<file path="src/rtl/calc_pkg.sv">
// calc_pkg: opcodes, error codes, sequencer states and opcode classification
package calc_pkg;
  localparam logic [3:0] OP_ADD = 4'd0, OP_SUB = 4'd1, OP_MULT = 4'd2, OP_DIV = 4'd3, OP_MOD = 4'd4,
                         OP_AND = 4'd5, OP_PRESET = 4'd13, OP_NOOP = 4'd14, OP_GRND = 4'd15;
  localparam logic [1:0] ERR_NONE = 2'b00, ERR_DIVZ = 2'b01, ERR_OVF = 2'b10;
  typedef enum logic [1:0] {S_IDLE, S_EXEC, S_RESP} state_t;
  function automatic logic is_multicycle(input logic [3:0] op);
    return op == OP_DIV || op == OP_MOD;
  endfunction
  function automatic logic is_special(input logic [3:0] op);
    return op >= OP_PRESET;
  endfunction
endpackage

</file>
<file path="src/rtl/calc_if.sv">
// calc_if: command and response valid/ready channels of the calculator sequencer
interface calc_if #(parameter int WIDTH = 32);
  logic cmd_valid, cmd_ready, rsp_valid, rsp_ready;
  logic [3:0] cmd_opcode;
  logic [WIDTH-1:0] cmd_operand, rsp_result;
  logic [1:0] rsp_error;
  modport master(output cmd_valid, cmd_opcode, cmd_operand, rsp_ready,
                 input cmd_ready, rsp_valid, rsp_result, rsp_error);
  modport slave(input cmd_valid, cmd_opcode, cmd_operand, rsp_ready,
                output cmd_ready, rsp_valid, rsp_result, rsp_error);
endinterface

</file>
<file path="src/rtl/calc_op_timer.sv">
// calc_op_timer: loadable 4-bit down-counter, done while the count is 1
module calc_op_timer (
  input  logic       clk,
  input  logic       rst_n,
  input  logic       load,
  input  logic [3:0] load_val,
  output logic       done
);
  logic [3:0] cnt;
  always_ff @(posedge clk or negedge rst_n)
    if (!rst_n) cnt <= '0;
    else cnt <= load ? load_val : cnt - {3'b0, cnt != 4'd0};
  assign done = cnt == 4'd1;
endmodule

</file>
<file path="src/rtl/calc_sequencer.sv">
// calc_sequencer: one-command-at-a-time controller owning the accumulator and sticky error
module calc_sequencer import calc_pkg::*; #(
  parameter int WIDTH = 32,
  parameter int DIV_LATENCY = 4
) (
  input  logic             clk,
  input  logic             rst_n,
  calc_if.slave            bus,
  output logic [3:0]       op_code,
  output logic [WIDTH-1:0] op_a,
  output logic [WIDTH-1:0] op_b,
  input  logic [WIDTH-1:0] mux_result,
  input  logic [1:0]       error_code,
  output logic [WIDTH-1:0] acc,
  output logic [1:0]       err_sticky
);
  state_t state, state_nx;
  logic [3:0] opc;
  logic [WIDTH-1:0] opnd;
  logic [1:0] rsp_err;
  logic accept, special, done, sample;
  assign accept = state == S_IDLE && bus.cmd_valid;
  assign special = is_special(bus.cmd_opcode);
  assign sample = state == S_EXEC && done;
  calc_op_timer u_timer (
    .clk(clk),
    .rst_n(rst_n),
    .load(accept && !special),
    .load_val(is_multicycle(bus.cmd_opcode) ? 4'(DIV_LATENCY) : 4'd1),
    .done(done)
  );
  always_ff @(posedge clk or negedge rst_n)
    if (!rst_n) state <= S_IDLE;
    else state <= state_nx;
  always_comb begin
    state_nx = state;
    state_nx = accept ? (special ? S_RESP : S_EXEC)
             : sample ? S_RESP
             : (state == S_RESP && bus.rsp_ready) ? S_IDLE : state;
  end
  // special opcodes take effect on the accept edge; datapath ops on the sample edge
  always_ff @(posedge clk or negedge rst_n)
    if (!rst_n) begin
      opc <= OP_NOOP;
      opnd <= '0;
      acc <= '0;
      err_sticky <= ERR_NONE;
      rsp_err <= ERR_NONE;
    end else if (accept) begin
      opc <= bus.cmd_opcode;
      opnd <= bus.cmd_operand;
      rsp_err <= ERR_NONE;
      if (bus.cmd_opcode == OP_PRESET) acc <= bus.cmd_operand;
      if (bus.cmd_opcode == OP_GRND) begin
        acc <= '0;
        err_sticky <= ERR_NONE;
      end
    end else if (sample) begin
      rsp_err <= error_code;
      err_sticky <= err_sticky | error_code;
      if (error_code == ERR_NONE) acc <= mux_result;
    end
  assign bus.cmd_ready = state == S_IDLE;
  assign bus.rsp_valid = state == S_RESP;
  assign bus.rsp_result = acc;
  assign bus.rsp_error = rsp_err;
  assign op_code = state == S_EXEC ? opc : OP_NOOP;
  assign op_a = acc;
  assign op_b = opnd;
endmodule

</file>
<file path="src/flat_wrapper.sv">
// flat-port wrapper written by rule: the top's interface ports become plain ports
module calc_sequencer_flat import calc_pkg::*;
#(
  parameter int WIDTH = 32,
  parameter int DIV_LATENCY = 4
)
  (clk, rst_n, op_code, op_a, op_b, mux_result, error_code, acc, err_sticky, bus_cmd_valid, bus_cmd_opcode, bus_cmd_operand, bus_rsp_ready, bus_cmd_ready, bus_rsp_valid, bus_rsp_result, bus_rsp_error);
  calc_if #(.WIDTH(WIDTH)) bus_i ();
  input  logic clk;
  input  logic rst_n;
  output logic [3:0] op_code;
  output logic [WIDTH-1:0] op_a;
  output logic [WIDTH-1:0] op_b;
  input  logic [WIDTH-1:0] mux_result;
  input  logic [1:0] error_code;
  output logic [WIDTH-1:0] acc;
  output logic [1:0] err_sticky;
  input wire logic [$bits(bus_i.cmd_valid)-1:0] bus_cmd_valid;
  input wire logic [$bits(bus_i.cmd_opcode)-1:0] bus_cmd_opcode;
  input wire logic [$bits(bus_i.cmd_operand)-1:0] bus_cmd_operand;
  input wire logic [$bits(bus_i.rsp_ready)-1:0] bus_rsp_ready;
  output wire logic [$bits(bus_i.cmd_ready)-1:0] bus_cmd_ready;
  output wire logic [$bits(bus_i.rsp_valid)-1:0] bus_rsp_valid;
  output wire logic [$bits(bus_i.rsp_result)-1:0] bus_rsp_result;
  output wire logic [$bits(bus_i.rsp_error)-1:0] bus_rsp_error;
  assign bus_i.cmd_valid = bus_cmd_valid;
  assign bus_i.cmd_opcode = bus_cmd_opcode;
  assign bus_i.cmd_operand = bus_cmd_operand;
  assign bus_i.rsp_ready = bus_rsp_ready;
  assign bus_cmd_ready = bus_i.cmd_ready;
  assign bus_rsp_valid = bus_i.rsp_valid;
  assign bus_rsp_result = bus_i.rsp_result;
  assign bus_rsp_error = bus_i.rsp_error;
  calc_sequencer #(.WIDTH(WIDTH), .DIV_LATENCY(DIV_LATENCY)) u_core (.clk(clk), .rst_n(rst_n), .bus(bus_i), .op_code(op_code), .op_a(op_a), .op_b(op_b), .mux_result(mux_result), .error_code(error_code), .acc(acc), .err_sticky(err_sticky));
endmodule
</file>
<file path="config.mk">
export PLATFORM = sky130hd
export DESIGN_NAME = calc_sequencer_flat
export DESIGN_NICKNAME = d
export VERILOG_FILES = /design/src/rtl/calc_pkg.sv /design/src/rtl/calc_if.sv /design/src/rtl/calc_op_timer.sv /design/src/rtl/calc_sequencer.sv /design/src/flat_wrapper.sv
export SDC_FILE = /design/constraint.sdc
export NUM_CORES = 1
export LEC_CHECK = 0
export ABC_AREA = 1
export CAP_MARGIN = 20
export CORE_MARGIN = 2
export CORE_UTILIZATION = 43
export CTS_BUF_LIST = sky130_fd_sc_hd__clkbuf_8 sky130_fd_sc_hd__clkbuf_16
export DETAILED_ROUTE_END_ITERATION = 8
export HOLD_SLACK_MARGIN = 0.1
export MAX_ROUTING_LAYER = met4
export PLACE_DENSITY = 0.86
export SYNTH_ARGS = -nofsm -noshare
export SYNTH_HDL_FRONTEND = slang
export SYNTH_SLANG_ARGS = --single-unit
</file>
<file path="constraint.sdc">
create_clock -name clk -period 2.6 [get_ports clk]
set_clock_uncertainty 0.1 [all_clocks]
set_input_delay 0.52 -clock clk [delete_from_list [all_inputs] [get_ports clk]]
set_output_delay 0.52 -clock clk [all_outputs]
set_load 0.01 [all_outputs]
</file>
# Word-level counts from Yosys, hierarchy flattened
# Cells that the tools add are included.
op_classes:
  addsub: 1
  magnitude_cmp: 1
  eq_ne: 9
  muxes: 17
  bitwise_logic: 1
  reduce_logical: 14
ops:
  columns: ["cell", "n"]
  rows:
  - ["$mux 32", 5]
  - ["$mux 2", 9]
  - ["$eq 4x4->1 const B", 2]
  - ["$mux 4", 2]
  - ["$eq 4x1->1 const B", 1]
  - ["$eq 4x2->1 const B", 1]
  - ["$eq 4x3->1 const B", 1]
  - ["$ge 4x4->1 const B", 1]
  - ["$logic_and 1x1->1", 4]
  - ["$logic_not 2->1", 2]
  - ["$reduce_bool 2->1", 2]
  - ["$reduce_bool 4->1", 1]
  - ["$sub 4x1->4", 1]
  - ["$mux 3", 1]
  - ["$ne 3x3->1 const B", 1]
  - ["$reduce_and 3->1", 1]
  - ["$reduce_bool 3->1", 1]
  - ["$eq 2x1->1 const B", 1]
  - ["$eq 2x2->1 const B", 1]
  - ["$ne 2x2->1 const B", 1]
  - ["$or 2x2->2", 1]
  - ["$reduce_and 2->1", 1]
  - ["$logic_not 1->1", 1]
  - ["$logic_or 1x1->1", 1]
word_totals:
  register_bits: 78
  inputBits: 74
  output_inout_bits: 138
  elab_cells: 50

# Logic depth before layout (Yosys ltp)
# Gate-level depths: netlist (run 1).
logic_depth:
  depth_word: 5
  mapped_depth: 9
  depth_no_buf: 8

# Hierarchy
# A second synthesis (run 1) with hierarchy kept.
hier_totals:
  hier_cells: 507
  hier_area_um2: 4101.4
by_module_without_submodules:
  columns: ["mod", "n_inst", "cells_each", "area_each_um2", "seq_area_each_um2"]
  rows:
  - ["calc_sequencer", 1, 481, 3883.7, 1855.5]
  - ["calc_op_timer", 1, 26, 217.7, 100.1]

# Worst setup path before layout (run 1)
# No wires, ideal clock.
synth_timing:
  kind: "reg2reg"
  start: "register u_core.u_timer.cnt[1]"
  end: "register u_core.u_timer.cnt[2]"
  setup_ns: 0.126
  arrival_ns: 1.334
  t_required_ns: 2.374
  setup_slack_ns: 1.039
  stages_incl_launch_ff: 8
  path_buffers: 0
  period_less_slack_ns: 1.561
  path_cell_list: "dfrtp_1 > nor3_1 > nand2_1 > ha_1 > ha_1 > xor2_1 > nand2_1 > o21ai_1"
synth_between:
  elab_chain_cells: 3
synth_rtl:
  columns: ["element", "line", "source"]
  rows:
  - ["from (decl)", "calc_op_timer.sv:9", "logic [3:0] cnt;"]
  - ["from (signal assigned)", "calc_op_timer.sv:12", "else cnt <= load ? load_val : cnt - {3'b0, cnt != 4'd0};"]
  - ["$reduce_bool 4->1", "calc_op_timer.sv:12", null]
  - ["$sub 4x1->4 *", "calc_op_timer.sv:12", null]
  - ["$mux 4 *", "calc_op_timer.sv:12", null]
# Mark *: on every way between the ends. The rest lies on a longest branch, timed or not.
# A chain may end at the register's enable or synchronous reset.

# Final worst setup path (run 1)
layout_timing:
  start: "register u_core.state[1]"
  end: "output port op_code[2]"
layout_between:
  elab_chain_cells: 2
layout_rtl:
  columns: ["element", "line", "source"]
  rows:
  - ["from (decl)", "calc_sequencer.sv:17", "state_t state, state_nx;"]
  - ["from (signal assigned)", "calc_sequencer.sv:34", "else state <= state_nx;"]
  - ["$eq 2x1->1", "calc_sequencer.sv:67", "assign op_code = state == S_EXEC ? opc : OP_NOOP;"]
  - ["$mux 4", "calc_sequencer.sv:67", null]
  - ["to (decl)", "flat_wrapper.sv:11", "output logic [3:0] op_code;"]
# Every way passes these cells.

==> impl_metrics.env, run 1 <==
export IMPL_outcome="completed"
export IMPL_grt_pass1_wl_um=18700
export IMPL_hpwl_um=8750
export IMPL_cp_slowest_stage_delay_ns=0.49
export IMPL_syn_area_sq_mm=0.00406
export IMPL_powerDensity_mw_per_mm2=452
export IMPL_power_frac_clock_pct=40.8
export IMPL_worstSkewPairLatency_ns=0.33
export IMPL_diodes=0
export IMPL_finalCriticalPeriod_ns=2.33
export IMPL_final_period_utilization_pct=89.6
export IMPL_vias=3820
export IMPL_ir_drop_v=0.000260
export IMPL_io_buffers=211
export IMPL_hold_viol=0
export IMPL_cp_required_ns=1.98
export IMPL_power_net_switching_w=0.000592
export IMPL_dr_pass1_iters=5
export IMPL_core_area_sq_mm=0.00920
export IMPL_r2r_end="u_core.acc[18]"
export IMPL_p_int_w=0.00213
export IMPL_hold_path_end="u_core.opc[1]"
export IMPL_clockBufferDepth=2
export IMPL_fin_tns_setup_ns=0
export IMPL_drtAntennaViolNets=0
export IMPL_setup_viol=0
export IMPL_rows=35
export IMPL_rrSetupSlack_ns=0.56
export IMPL_cts_resized_gates=0
export IMPL_grt_ovfl_total=0
export IMPL_placed_cell_area_sq_mm=0.00577
export IMPL_wl_per_cell_um=15.5
export IMPL_r2r_cells=7
export IMPL_grt_max_degree=44
export IMPL_cts_max_level=3
export IMPL_grt_pass1_vias=3832
export IMPL_drv_slew=0
export IMPL_design_area_sq_mm=0.00603
export IMPL_max_slew_margin_pct=67.9
export IMPL_yosysWarnings=0
export IMPL_crit_path_cell_trace="inv_1 -> nand2_2 -> or2_2 -> clkdlybuf4s50_1"
export IMPL_grt_usage_pct=23.6
export IMPL_drc=0
export IMPL_via_per_inst=5.04
export IMPL_cpMaxStageDelayCell="clkdlybuf4s50_1"
export IMPL_die_area_sq_mm=0.0102
export IMPL_worstHoldStart="u_core.opc[1]"
export IMPL_drive_gt1_share_pct=6.49
export IMPL_nNetsFinal=718
export IMPL_synthCells=500
export IMPL_critPathLaunchType="flip-flop"
export IMPL_maxCapViolCount=0
export IMPL_arrival_ns=1.71
export IMPL_ys_ff_latch=78
export IMPL_fmax_ghz=0.429
export IMPL_placedCellCount=741
export IMPL_worstSetupPathType="flip-flop to output pin"
export IMPL_cts_sinks=78
export IMPL_grt_setup_unrepaired="false"
export IMPL_routed_wl_um=11700
export IMPL_die_h_um=101
export IMPL_die_w_um=101
export IMPL_antenna_found_initial=0
export IMPL_tightest_slew_ns=0.482
export IMPL_power_leakage_nw=2.95
export IMPL_crit_fanout=5
export IMPL_rr_startpoint="u_core.state[0]"
export IMPL_initial_core_util_pct=44.2
export IMPL_tritoncts="yes"
export IMPL_syn_num_nets=576
export IMPL_cts_buffers=9
export IMPL_power_w=0.00273
export IMPL_path_clk_slew_ns=0.08
export IMPL_syn2layout_area_growth_pct=48.5
export IMPL_whs_ns=0.374
export IMPL_drt_iter0_drc=161
export IMPL_cts_setup_buffers=0
export IMPL_seq_power_share_pct=46.0
export IMPL_p_sw_share_pct=21.7
export IMPL_hp_class="flip-flop to flip-flop"
export IMPL_ys_seq_area_share_pct=48.2
export IMPL_gp_congestion=0.835
export IMPL_io_pins=212
export IMPL_power_frac_comb_pct=13.2
export IMPL_postCtsHoldBufs=1
export IMPL_min_delay_path_depth=2
export IMPL_synth_cell_types=25
export IMPL_endpoint_kind="output pin"
export IMPL_avgSynthCellArea_sq_um=8.12
export IMPL_final_cells=758
export IMPL_cts_root_buf="clkbuf_8"
## flip-flops by register name, summed over array words and instances (netlist names)
name / count
u_core.acc: 32
u_core.state: 2
u_core.u_timer.cnt: 4
u_core.err_sticky: 2
u_core.op_b: 32
u_core.bus.rsp_error: 2
u_core.opc: 4
## critical path, delay by kind of cell, from the launching register on
family,cells,cell delay [ns]
flip-flops,1,0.42
AND/OR/NAND/NOR,2,0.37
buffers and inverters,2,0.59
## cell usage after synthesis
cell / count / share of area (%)
buf_6: 4 / 1.1
clkbuf_1: 5 / 0.46
or2_2: 4 / 0.62
nand3_1: 71 / 8.7
inv_2: 2 / 0.18
o21ai_0: 36 / 4.4
nand2_1: 180 / 17
o211ai_1: 1 / 0.18
nand2_4: 1 / 0.28
buf_4: 70 / 13
clkbuf_4: 1 / 0.18
buf_2: 11 / 1.4
nor2_1: 7 / 0.65
dfrtp_1: 75 / 46
nor3_1: 3 / 0.37
inv_1: 10 / 0.92
dfstp_2: 3 / 1.9
xor2_1: 1 / 0.22
nor2_2: 1 / 0.15
ha_1: 2 / 0.62
nor2_4: 1 / 0.28
a21oi_1: 1 / 0.12
o21ai_1: 5 / 0.62
and3_1: 1 / 0.15
nand2_2: 4 / 0.62
## routing by layer
metal / up-vias / GRT usage (%) / routed length [um]
li1: 1815 / - / -
met5: - / - / 0
met3: 8 / 5.52 / 858
met2: 170 / 40.8 / 6220
met1: 1827 / 28.0 / 4600
met4: 0 / 5.82 / 69
## cell usage in the layout (no fill, tap or decap)
| cell | count |
|---|---|
| clkdlybuf4s50_1 | 210 |
| nand2_1 | 180 |
| dfrtp_1 | 75 |
| nand3_1 | 71 |
| o21ai_0 | 36 |
| inv_1 | 12 |
| clkbuf_8 | 11 |
| buf_4 | 8 |
| nor2_1 | 6 |
| o21ai_1 | 5 |
| nand2_2 | 4 |
| or2_2 | 4 |
| nor3_1 | 3 |
| bufinv_16 | 3 |
| buf_12 | 3 |
| dfstp_2 | 3 |
| inv_2 | 2 |
| nor2_2 | 2 |
| ha_1 | 2 |
| nor2_4 | 1 |
| o211ai_1 | 1 |
| xor2_1 | 1 |
| and3_1 | 1 |
| a21oi_1 | 1 |
| nand2_4 | 1 |
| dlygate4sd3_1 | 1 |
## worst max path at each step
| stage | start | endpoint | slack [ns] | cells after the start |
|---|---|---|---|---|
| 6_report | u_core.state[1] | op_code[2] | 0.27 | 4 |
| 5_1_grt | u_core.state[1] | op_code[2] | 0.18 | 4 |
| 4_1_cts | u_core.state[1] | op_code[2] | 0.23 | 4 |
| 3_3_place_gp | bus_cmd_valid | u_core.acc[26] | 0.45 | 8 |
| 3_5_place_dp | bus_cmd_valid | u_core.acc[4] | 0.40 | 8 |
| 2_1_floorplan | u_core.u_timer.cnt[1] | u_core.u_timer.cnt[2] | 1.04 | 7 |
## final cells by class
type / instances / area, sq um
inverter: 12 / 45.0
multi-input combinational: 319 / 1410
timing repair buffer: 222 / 2230
fill: 761 / 3160
tap: 111 / 139
clock buffer: 11 / 151
sequential: 78 / 1960
clock inverter: 5 / 97.6
## metrics by stage
stage | worst slack [ns] | util (%)
6_report | 0.270 | 65.6
5_1_grt | 0.176 | 65.6
4_1_cts | 0.235 | 65.6
3_5_place_dp | 0.398 | 62.8
3_3_place_gp | 0.446 | 62.8
2_1_floorplan | 1.04 | -
## power groups by stage
stage                     sequential [W]  clock, W  combinational [W]
after floorplan                  0.00128         0           0.000133
after global routing             0.00126   0.00119           0.000389
after detailed placement         0.00128         0           0.000362
after global placement           0.00128         0           0.000356
final                            0.00125   0.00111           0.000360
after CTS                        0.00126   0.00114           0.000364
## logic make-up (layout without fill, tap and decap cells)
family | Yosys count | in the layout | synth area share (%)
AND/OR/NAND/NOR | 273 | 273 | 28.5
XOR/XNOR | 1 | 1 | 0.216
AO/OA/AOI/OAI | 43 | 43 | 5.36
buffers and inverters | 103 | 250 | 17.2
flip-flops | 78 | 78 | 48.2
adder cells (fa/ha/maj) | 2 | 2 | 0.616
Note: power is estimated with default switching activity, not from simulation.
==> run 2, diff against run 1 <==
Settings changed: CTS_CLUSTER_SIZE set to 40, GPL_ROUTABILITY_DRIVEN set to 0.
==> results of run 2 <==
Final layout, timing and power as in run 1 (identical DEF).
==> run 3, diff against run 2 <==
Settings changed: CAP_MARGIN 20 to not set.
==> results of run 3 <==
Final layout, timing and power as in run 1 (identical DEF).
